[src/rtl/memory_access.sv]
// rtl/memory_access.sv - memory-stage access unit: store lane alignment, load extension, dbus handshake
// Optional MEM_ALIGN_CHECK_EN: misaligned half/word accesses skip the bus and raise adel/ades.
module memory_access (
   input  logic        clk,
   input  logic        resetn,
   input  logic        req_valid,
   output logic        req_ready,
   input  logic [37:0] args,
   input  logic [31:0] addr,
   output logic        dreq_valid,
   output logic [31:0] dreq_addr,
   output logic [2:0]  dreq_size,
   output logic [3:0]  dreq_strobe,
   output logic [31:0] dreq_data,
   input  logic        dresp_addr_ok,
   input  logic        dresp_data_ok,
   input  logic [31:0] dresp_data,
   output logic        resp_valid,
   input  logic        resp_ready,
   output logic [31:0] resp_data,
   output logic        resp_adel,
   output logic        resp_ades
);

   localparam logic [2:0] MSIZE1 = 3'd0;
   localparam logic [2:0] MSIZE2 = 3'd1;
   localparam logic [2:0] MSIZE4 = 3'd2;

   typedef enum logic [1:0] {IDLE, REQ, WAIT, RESP} state_t;

   state_t state, next_state;

   // args layout: {valid, write, sig (1 = signed), msize[2:0], data[31:0]}
   logic        a_valid, a_write, a_sig;
   logic [2:0]  a_msize;
   logic [31:0] a_data;
   assign a_valid = args[37];
   assign a_write = args[36];
   assign a_sig   = args[35];
   assign a_msize = args[34:32];
   assign a_data  = args[31:0];

   logic [1:0]  a_lane;
   logic [3:0]  a_strobe;
   logic [31:0] a_wdata;
   logic        misalign;
   logic        accept, capture;

   logic        write_q, sig_q;
   logic [1:0]  lane_q;
   logic [31:0] word_q;

   always_comb begin
      a_lane   = addr[1:0];
      a_strobe = 4'b1111;
      a_wdata  = a_data;
      misalign = 1'b0;
      if (a_msize == MSIZE2) begin
         a_lane[0] = 1'b0;
      end else if (a_msize != MSIZE1) begin
         a_lane = 2'b00;
      end
`ifdef MEM_ALIGN_CHECK_EN
      misalign = ((a_msize == MSIZE2) && addr[0]) ||
                 ((a_msize == MSIZE4) && (addr[1:0] != 2'b00));
`endif
      case (a_msize)
         MSIZE1: begin
            a_strobe = 4'b0001 << a_lane;
            a_wdata  = {4{a_data[7:0]}};
         end
         MSIZE2: begin
            a_strobe = 4'b0011 << {a_lane[1], 1'b0};
            a_wdata  = {2{a_data[15:0]}};
         end
         default: begin
            a_strobe = 4'b1111;
            a_wdata  = a_data;
         end
      endcase
   end

   always_comb begin
      next_state = state;
      req_ready  = 1'b0;
      dreq_valid = 1'b0;
      resp_valid = 1'b0;
      accept     = 1'b0;
      capture    = 1'b0;
      case (state)
         IDLE: begin
            req_ready = 1'b1;
            if (req_valid && a_valid) begin
               accept     = 1'b1;
               next_state = misalign ? RESP : REQ;
            end
         end
         REQ: begin
            dreq_valid = 1'b1;
            if (dresp_addr_ok) begin
               capture    = dresp_data_ok;
               next_state = dresp_data_ok ? RESP : WAIT;
            end
         end
         WAIT: begin
            if (dresp_data_ok) begin
               capture    = 1'b1;
               next_state = RESP;
            end
         end
         RESP: begin
            resp_valid = 1'b1;
            if (resp_ready) next_state = IDLE;
         end
         default: next_state = IDLE;
      endcase
   end

   always_ff @(posedge clk) begin
      if (!resetn) begin
         state       <= IDLE;
         dreq_addr   <= 32'd0;
         dreq_size   <= 3'd0;
         dreq_strobe <= 4'd0;
         dreq_data   <= 32'd0;
         write_q     <= 1'b0;
         sig_q       <= 1'b0;
         lane_q      <= 2'd0;
         word_q      <= 32'd0;
         resp_adel   <= 1'b0;
         resp_ades   <= 1'b0;
      end else begin
         state <= next_state;
         if (accept) begin
            dreq_addr   <= addr;
            dreq_size   <= a_msize;
            dreq_strobe <= a_write ? a_strobe : 4'b0000;
            dreq_data   <= a_wdata;
            write_q     <= a_write;
            sig_q       <= a_sig;
            lane_q      <= a_lane;
            word_q      <= 32'd0;
            resp_adel   <= misalign & ~a_write;
            resp_ades   <= misalign & a_write;
         end
         if (capture) word_q <= dresp_data;
      end
   end

   // Extension is done from the captured word so dresp_* never reaches resp_* combinationally.
   logic [7:0]  ld_byte;
   logic [15:0] ld_half;
   always_comb begin
      case (lane_q)
         2'd0:    ld_byte = word_q[7:0];
         2'd1:    ld_byte = word_q[15:8];
         2'd2:    ld_byte = word_q[23:16];
         default: ld_byte = word_q[31:24];
      endcase
      ld_half = lane_q[1] ? word_q[31:16] : word_q[15:0];
      case (dreq_size)
         MSIZE1:  resp_data = sig_q ? {{24{ld_byte[7]}}, ld_byte} : {24'd0, ld_byte};
         MSIZE2:  resp_data = sig_q ? {{16{ld_half[15]}}, ld_half} : {16'd0, ld_half};
         default: resp_data = word_q;
      endcase
      if (write_q) resp_data = 32'd0;
   end

endmodule

[config.mk]
export PLATFORM = sky130hd
export DESIGN_NAME = memory_access
export DESIGN_NICKNAME = d
export VERILOG_FILES = /design/src/rtl/memory_access.sv
export SDC_FILE = /design/constraint.sdc
export NUM_CORES = 1
export LEC_CHECK = 0
export CORE_MARGIN = 8
export CORE_UTILIZATION = 44
export CTS_CLUSTER_DIAMETER = 50
export DETAILED_ROUTE_END_ITERATION = 8
export PLACE_DENSITY_LB_ADDON = 0.15
export SETUP_SLACK_MARGIN = 0.05
export SYNTH_ARGS = -nofsm -noshare
export SYNTH_HDL_FRONTEND = slang
export SYNTH_SLANG_ARGS = --single-unit
[constraint.sdc]
create_clock -name clk -period 2.2 [get_ports clk]
set_input_delay 0.44 -clock clk [delete_from_list [all_inputs] [get_ports clk]]
set_output_delay 0.44 -clock clk [all_outputs]
set_load 0.01 [all_outputs]
==> metrics.md <==
| Metric | Value |
|---|---|
| Outcome | finished with violations |
| Failing checks | setup timing |
| Global-route wire length before repair | 29.2 mm |
| Tmin final | 2.24 ns |
| Starting density of the core | 0.447 |
| Leakage power | 3.23 nW |
| Pin count of the biggest net entering global routing | 42 |
| Cell Area, Synth | 5320 um2 |
| Layout Area Growth over Synthesis | 56.5% |
| Yosys top cell area share | 0.410 |
| Longest Clk Path Bufs | 2 |
| Worst endpoint required time | 1.76 ns |
| CTS tree | yes |
| Leading cell type in the layout, fill and taps excluded | clkdlybuf4s50_1 |
| Commonest non-fill, non-tap cells in the layout | clkdlybuf4s50_1 (180), nand2_1 (159), dfxtp_1 (101), a21boi_1 (50), o211ai_1 (31) |
| DR WL/cell | 18.8 um |
| Die area | 15900 um2 |
| Mapped Avg Cell Area | 8.44 um2 |
| Worst Setup End Kind | output port |
| Crit-path cells | mux2i_2 -> nor3b_2 -> o211ai_2 -> buf_6 -> buf_12 -> buf_16 -> nand2_2 -> buf_6 |
| GP Congestion | 0.871 |
| Unrepaired setup endpoints after global routing | true |
| Final wirelength | 18.6 mm |
| Startpoint class of the critical path | register |
| DRT iter0 DRCs | 428 |
| Most used DFF post-synth | dfxtp_1 |
| Die width | 126 um |
| CP max stage cell | dfxtp_4 |
| HP Class | reg -> reg |
| Die height | 126 um |
| Max Freq | 0.446 GHz |
| CTS Root Cell | clkbuf_16 |
| Clock transition at the registers of the reported paths | 0.07 ns |
| Mapped Cells | 630 |
| Residual DRC | 0 |
| Asr flop ratio synth | 0 |
| Vias in the first global route | 5699 |
| Nets | 951 |
| DR pass1 iterations | 5 |
| Synthesis warning total | 0 |
| Gr ovfl total | 0 |
| #FFs+latches synth | 109 |
| # setup viols final | 8 |
| Max-cap violations | 0 |
| Crit path DAT | 1.80 ns |
| Initial antenna violation count | 0 |
| # IOs | 216 |
| Fill cells | 950 |
| Antenna diodes | 0 |
| Port Buffers | 213 |
| Core ar. | 11900 um2 |
| Synth unique cells | 46 |
| Gr usage total | 0.226 |
| Setup slack on the worst flop-to-flop path | 0.48 ns |
| Post-route ant nets | 0 |
| Fin. Hold Viols | 0 |
| Fin crit share | 1.02 |
| Worst vdd rail ir drop | 657 uV |
| Worst Setup SP | lane_q[0] |
| Number of synthesized flops with an enable pin | 0 |
| Row cnt | 40 |
| Num CTS Buffers | 9 |
| Clock Latency Late Sink | 0.35 ns |
| DR vias | 5487 |
| Pins Over Slew Limit | 0 |
| Pwr dens | 738 nW/um2 |
| R2r startpoint | state[1] |
| Worst hold start | dreq_addr[9] |
| Vias per Instance | 5.54 |
| Synth area leaders | dfxtp_1 (41%), nand2_1 (12%), a21boi_1 (7.1%) |
| H-tree lvl count | 3 |
| Final Skew | 0.00746 ns |
| Worst setup margin | -0.0443 ns |
| HPWL after detailed placement | 13.4 mm |
| Clock sinks | 109 |
| CP Class | reg -> out |
| Seq/Total Area, Yosys | 0.410 |
| Max FO, Critical Path | 6 |
| Synth area leader | dfxtp_1 |
| Final Power | 6.15 mW |
| Largest stage delay on the critical path | 0.38 ns |
| Layout cells sized above 1 | 0.173 |
| Hold Slack | 0.450 ns |
| Top cell by count, worst path | buf_6 |
-- metal layers --
metal | vias up | track usage | wire length [um] | part of all wire
met5 | - | 0 | 0 | 0
li1 | 2613 | - | - | -
met2 | 215 | 0.397 | 9410 | 0.51
met3 | 27 | 0.0928 | 1620 | 0.087
met4 | 0 | 0.0672 | 333 | 0.018
met1 | 2632 | 0.244 | 7220 | 0.39
-- Yosys cell counts (4+ instances only) --
library cell,instances
mux2_2,7
a21boi_0,28
clkbuf_1,20
nor2_1,4
nand3_2,10
mux2i_1,25
nor2b_1,10
o21ai_0,30
dfxtp_1,109
nand3_1,26
a22oi_1,12
ha_1,4
o211ai_1,31
a21oi_1,11
buf_4,6
o21ai_1,10
o211a_1,8
nand2_1,165
inv_1,4
o2bb2ai_1,7
buf_6,4
buf_2,24
a21boi_1,50
-- state kept, by name, indices dropped and copies added (netlist names) --
name         cells
dreq_strobe      4
lane_q           2
word_q          32
state            2
dreq_size        3
sig_q            1
dreq_addr       32
dreq_data       32
write_q          1
-- layout make-up --
class	count	area, um2	share of cell area
clock inverters	6	111	0.0134
flip-flops and latches	109	2200	0.264
multi-input cells	463	3020	0.362
inverters	4	15.0	0.00180
clock buffers	9	225	0.0271
well taps	147	184	0.0221
repair buffers	252	2580	0.309
-- where the power goes --
group	leakage (nW)	internal, mW	switching (mW)
logic	2.18	0.933	1.00
registers	0.891	2.19	0.155
clock network	0.162	1.11	0.751
-- through the flow --
step	worst slack, ns	instance area (um2)	TNS [ns]	utilization	instances
2_1_floorplan	0.504	5320	0	-	631
5_1_grt	-0.103	8320	-1.28	0.699	990
4_1_cts	-0.0585	8230	-0.521	0.691	991
3_3_place_gp	-0.0158	7720	-0.0158	0.649	967
6_report	-0.0443	8320	-0.250	0.699	990
3_5_place_dp	-0.0658	7720	-0.143	0.649	967
-- critical path, delay by kind of cell, from the launching register on --
kind / cells / cell delay, ns
buffers and inverters: 4 / 0.53
flip-flops: 1 / 0.38
AO/OA/AOI/OAI: 1 / 0.18
AND/OR/NAND/NOR: 2 / 0.13
multiplexers: 1 / 0.23
-- cells by family (layout without fill, tap and decap cells) --
kind of cell | count (synthesis) | after routing | share of synthesized area
AND/OR/NAND/NOR | 230 | 230 | 0.199
AO/OA/AOI/OAI | 194 | 194 | 0.259
flip-flops | 109 | 109 | 0.410
buffers and inverters | 59 | 271 | 0.0572
multiplexers | 33 | 33 | 0.0647
adder cells (fa/ha/maj) | 4 | 4 | 0.00941
other | 1 | 2 | 0.000705
-- final timing paths --
path         cells after the start             to
max                              8  resp_data[15]
min                              2   dreq_addr[9]
max reg2reg                      6     word_q[11]
min reg2reg                      2   dreq_addr[9]
-- what timing repair did --
| item | 4_1_cts | 5_1_grt |
|---|---|---|
| gates resized for setup | 159 | 29 |
| endpoints found under the setup margin | 33 | 31 |
| hold buffers | 0 | 0 |
| buffers inserted | 6 | 2 |
| pin swaps | 4 | 4 |
| gates cloned | 3 | 0 |
(Power assumes the default switching activity.)
